==> src/rtl/multicycle_ctrl.sv <==
// Multicycle MIPS-style main control unit: a Moore FSM that sequences
// fetch, decode, memory access, execute and write-back for six opcodes.
module multicycle_ctrl (
  input  logic       clk,
  input  logic       rst_n,
  input  logic [5:0] op,
  input  logic       mem_ready,
  output logic       pc_write,
  output logic       pc_write_cond,
  output logic       iord,
  output logic       mem_read,
  output logic       mem_write,
  output logic       ir_write,
  output logic       mem_to_reg,
  output logic       reg_dst,
  output logic       reg_write,
  output logic       alu_src_a,
  output logic [1:0] alu_src_b,
  output logic       zero_ext,
  output logic [2:0] alu_op,
  output logic       r_type,
  output logic [1:0] pc_source,
  output logic [3:0] state,
  output logic       illegal_op
);

  typedef enum logic [3:0] {
    S_FETCH  = 4'd0,
    S_DECODE = 4'd1,
    S_MEMADR = 4'd2,
    S_MEMRD  = 4'd3,
    S_MEMWB  = 4'd4,
    S_MEMWR  = 4'd5,
    S_EXEC   = 4'd6,
    S_RWB    = 4'd7,
    S_BRANCH = 4'd8,
    S_ORIEX  = 4'd9,
    S_ORIWB  = 4'd10,
    S_JUMP   = 4'd11
  } state_t;

  localparam logic [5:0] OP_R   = 6'b000000;
  localparam logic [5:0] OP_LW  = 6'b100011;
  localparam logic [5:0] OP_SW  = 6'b101011;
  localparam logic [5:0] OP_BEQ = 6'b000100;
  localparam logic [5:0] OP_ORI = 6'b001101;
  localparam logic [5:0] OP_J   = 6'b000010;

  state_t state_r;

  function automatic logic op_legal(input logic [5:0] o);
    case (o)
      OP_R, OP_LW, OP_SW, OP_BEQ, OP_ORI, OP_J: op_legal = 1'b1;
      default:                                  op_legal = 1'b0;
    endcase
  endfunction

  // State register and transition logic; op is only looked at in DECODE and MEMADR
  always_ff @(posedge clk or negedge rst_n) begin
    if (!rst_n) begin
      state_r <= S_FETCH;
    end else begin
      case (state_r)
        S_FETCH:  state_r <= mem_ready ? S_DECODE : S_FETCH;
        S_DECODE: begin
          case (op)
            OP_R:         state_r <= S_EXEC;
            OP_LW, OP_SW: state_r <= S_MEMADR;
            OP_BEQ:       state_r <= S_BRANCH;
            OP_ORI:       state_r <= S_ORIEX;
            OP_J:         state_r <= S_JUMP;
            default:      state_r <= S_FETCH;
          endcase
        end
        S_MEMADR: begin
          if (op == OP_LW) begin
            state_r <= S_MEMRD;
          end else if (op == OP_SW) begin
            state_r <= S_MEMWR;
          end else begin
            state_r <= S_FETCH;
          end
        end
        S_MEMRD:  state_r <= mem_ready ? S_MEMWB : S_MEMRD;
        S_MEMWB:  state_r <= S_FETCH;
        S_MEMWR:  state_r <= mem_ready ? S_FETCH : S_MEMWR;
        S_EXEC:   state_r <= S_RWB;
        S_RWB:    state_r <= S_FETCH;
        S_BRANCH: state_r <= S_FETCH;
        S_ORIEX:  state_r <= S_ORIWB;
        S_ORIWB:  state_r <= S_FETCH;
        S_JUMP:   state_r <= S_FETCH;
        default:  state_r <= S_FETCH;
      endcase
    end
  end

  assign state = state_r;

  // Moore output decode; FETCH write strobes are qualified by mem_ready and reset
  always_comb begin
    pc_write      = 1'b0;
    pc_write_cond = 1'b0;
    iord          = 1'b0;
    mem_read      = 1'b0;
    mem_write     = 1'b0;
    ir_write      = 1'b0;
    mem_to_reg    = 1'b0;
    reg_dst       = 1'b0;
    reg_write     = 1'b0;
    alu_src_a     = 1'b0;
    alu_src_b     = 2'b00;
    zero_ext      = 1'b0;
    alu_op        = 3'b000;
    r_type        = 1'b0;
    pc_source     = 2'b00;
    illegal_op    = 1'b0;
    case (state_r)
      S_FETCH: begin
        mem_read  = 1'b1;
        alu_src_b = 2'b01;
        pc_write  = mem_ready & rst_n;
        ir_write  = mem_ready & rst_n;
      end
      S_DECODE: begin
        alu_src_b  = 2'b11;
        illegal_op = ~op_legal(op);
      end
      S_MEMADR: begin
        alu_src_a = 1'b1;
        alu_src_b = 2'b10;
      end
      S_MEMRD: begin
        mem_read = 1'b1;
        iord     = 1'b1;
      end
      S_MEMWB: begin
        reg_write  = 1'b1;
        mem_to_reg = 1'b1;
      end
      S_MEMWR: begin
        mem_write = 1'b1;
        iord      = 1'b1;
      end
      S_EXEC: begin
        alu_src_a = 1'b1;
        r_type    = 1'b1;
      end
      S_RWB: begin
        reg_write = 1'b1;
        reg_dst   = 1'b1;
      end
      S_BRANCH: begin
        alu_src_a     = 1'b1;
        alu_op        = 3'b100;
        pc_write_cond = 1'b1;
        pc_source     = 2'b01;
      end
      S_ORIEX: begin
        alu_src_a = 1'b1;
        alu_src_b = 2'b10;
        zero_ext  = 1'b1;
        alu_op    = 3'b010;
      end
      S_ORIWB: begin
        reg_write = 1'b1;
      end
      S_JUMP: begin
        pc_write  = 1'b1;
        pc_source = 2'b10;
      end
      default: begin
        pc_write = 1'b0;
      end
    endcase
  end

endmodule

==> config.mk <==
export PLATFORM = sky130hd
export DESIGN_NAME = multicycle_ctrl
export DESIGN_NICKNAME = d
export VERILOG_FILES = /design/src/rtl/multicycle_ctrl.sv
export SDC_FILE = /design/constraint.sdc
export NUM_CORES = 1
export LEC_CHECK = 0
export CAP_MARGIN = 0
export CORE_MARGIN = 1.5
export CORE_UTILIZATION = 39
export DETAILED_ROUTE_END_ITERATION = 8
export GPL_ROUTABILITY_DRIVEN = 0
export PLACE_DENSITY = 0.78
export SYNTH_ARGS = -nofsm -noshare
export SYNTH_HDL_FRONTEND = slang
export SYNTH_SLANG_ARGS = --single-unit
==> constraint.sdc <==
create_clock -name clk -period 2.8 [get_ports clk]
set_clock_uncertainty 0.15 [all_clocks]
set_input_delay 0.42 -clock clk [delete_from_list [all_inputs] [get_ports clk]]
set_output_delay 0.42 -clock clk [all_outputs]
set_load 0.03 [all_outputs]
==> results of run 1 <==
## cells in the mapped netlist, types with 2 or more instances
cell type  count  area, µm²
nor2_1        10       37.5
nand2_1        8       30.0
dfrtp_1        4        100
nor4bb_1       4       40.0
buf_4          3       22.5
clkbuf_1       3       11.3
nand2b_1       3       18.8
nand4b_1       3       26.3
a21oi_1        2       10.0
nand3_1        2       10.0
nand4_1        2       12.5
nor3_1         2       10.0
o211a_1        2       20.0
o22ai_1        2       12.5
## cell families (layout without fill, tap and decap cells)
family	after synthesis	after routing
AOI/OAI and AO/OA	13	13
and+or+nand+nor	45	45
DFF	4	4
buffers and inverters	9	50
other	1	1
xor gates and xnor gates	2	2
## final cells by class
cell class                      instances  area, µm²
Clock buffer                            3       22.5
Fill cell                             105        335
Inverter                                1       3.75
Multi-Input combinational cell         61        427
Sequential cell                         4        100
Tap cell                               15       18.8
Timing Repair Buffer                   46        427
## what timing repair did
item	CTS	global route
endpoints found under the hold margin	0	0
setup buffers	0	0
resized for setup	3	1
endpoints found under the setup margin	1	1
## placed cells by master, fill, tap and decap left out, types with 2 or more instances in the layout
master / count
a21oi_1: 2
buf_4: 15
clkbuf_4: 3
clkdlybuf4s50_1: 29
dfrtp_1: 4
nand2_1: 8
nand2b_1: 3
nand3_1: 2
nand4_1: 2
nand4b_1: 3
nor2_1: 10
nor3_1: 2
nor4bb_1: 3
o211a_1: 2
o22ai_1: 2
## report_power, final
| group | switching [mW] | internal, mW |
|---|---|---|
| registers | 0.00347 | 0.0614 |
| clock network | 0.0228 | 0.0479 |
| logic | 0.0853 | 0.0733 |
## worst max-delay path by stage
stage                       startpoint         end  slack (ns)
finish                           op[5]  illegal_op        0.05
global route                     op[5]  illegal_op       0.004
CTS                              op[5]  illegal_op        0.05
detailed placement               op[5]  illegal_op       -0.25
global placement                 op[5]  illegal_op       -0.23
floorplan           state[0]$_DFF_PN0_   alu_op[1]        0.28
## metal layers
metal | track usage [%] | share of wire (%) | up-vias
met5 | 0 | 0 | -
met4 | 7.26 | 0 | 0
met3 | 6.38 | 7.4 | 0
met2 | 39.1 | 51 | 36
met1 | 21.4 | 42 | 326
li1 | - | - | 360
## stage by stage
step,instance area (µm²),instances
detailed placement,972,127
global route,998,130
global placement,972,127
floorplan,581,74
CTS,996,130
finish,998,130
==> qor.csv, run 1 <==
metric,value,unit
vias in the first global route,544,
CTS Hold Bufs,0,
H-tree levels,1,
startpoint types,input port,
Final WS setup,0.0500,ns
buffer depth of the longest clock path,2,
CP max FO,2,
post-synthesis compound-gate area fraction,19.2,%
async set or reset register ratio after synthesis,100,%
1st-pass router iterations,4,
worst setup path category,in -> out,
most common flop cell mapped by yosys,dfrtp_1,
RSZ-0062 raised after global routing,no,
Slew @ Worst Pin,0.521,ns
largest net degree at the start of global routing,18,
worst skew pair latency,0.24,ns
Avg Inst Size Synth,7.76,µm²
row cnt,13,
die footprint,0.00171,mm²
clock-pin transition on the worst setup and hold timing paths,0.04,ns
WL/cell,12.2,µm
CTS tree,yes,
Die Ht,41.4,µm
Final Max Tran Viols,0,
Max Clk Rate,364,MHz
Core Area,0.00133,mm²
sequential area share after synthesis,17.4,%
"Power, Total",0.294,mW
IO Pins,33,
Hold/Removal Path Class,in -> async,
CP bufs+invs,2,
"EDFF count, synth",0,
ANT cells,0,
WP data required,2.23,ns
Die W,41.4,µm
P_leak,0.412,nW
Synth Area in Adders,0,%
Synth Warn #,0,
GRT Total Usage,20.8,%
CP Capture Type,output port,
post-synth cell types,38,
Starting Density,43.1,%
combinational family with the most area after synthesis,simple AND/OR/NAND/NOR gates,
dpl ws,-0.255,ns
# port buffers,31,
final core utilization,74.9,%
first-pass GRT wire length,2280,µm
fin crit period,2.75,ns
max reg flops,4,
post-route ant nets,0,
Root Buffer,clkbuf_4,
maxcap violations,0,
final hold slack,0.256,ns
WP depth,5,
Via density,5.55,
period utilization,98.2,%
flop2flop setup slack,1.10,ns
XOR/XNOR Fraction of Synth Area,3.05,%
# nets final,126,
"Remaining Overflow, GRT",0,
final setup violation count,0,
Final HPWL DP,1230,µm
reg2reg end,state[0]$_DFF_PN0_,
Area Growth Syn to Fin,73.9,%
Power Dens Cells,295,mW/mm²
CP top delay family,simple AND/OR/NAND/NOR gates,
Post-Synthesis Cell Area,574,µm²
post-synthesis mux area share,0,%
via count,722,
crit path DAT,2.18,ns
antenna violations before repair,0,
DRC Markers,0,
initial drt markers,11,
crit-path max cell delay,0.54,ns
run status,finished clean,
reg2reg start,state[3]$_DFF_PN0_,
cts bufs inserted,3,
Synth Area in Simple Gates,50.3,%
CTS sink count,4,
"flops & latches, synth",4,
Max IR drop VDD,0.314,mV
Syn Nets,83,
relative slew slack,64.8,%
CP max stage cell,or4_4,
setup tns final,0,ns
r2r worst-path depth,3,
cells along the critical path,"clkdlybuf4s50_1, or4_4, or3_4, and3b_1, clkdlybuf4s15_2",
fraction of layout cells with a size suffix above 1,22.6,%
final wirelength,1580,µm
Fin. Hold Viols,0,
Syn Inst Count,74,
(Power assumes the default switching activity.)
==> run 2, diff against run 1 <==
--- a/config.mk
+++ b/config.mk
@@ -10,6 +10,7 @@
 export CORE_UTILIZATION = 39
 export DETAILED_ROUTE_END_ITERATION = 8
 export GPL_ROUTABILITY_DRIVEN = 0
+export HOLD_SLACK_MARGIN = 0.1
 export PLACE_DENSITY = 0.78
 export SYNTH_ARGS = -nofsm -noshare
 export SYNTH_HDL_FRONTEND = slang
==> results of run 2 <==
Same layout as run 1: the final DEF is identical, and so are final timing and power.
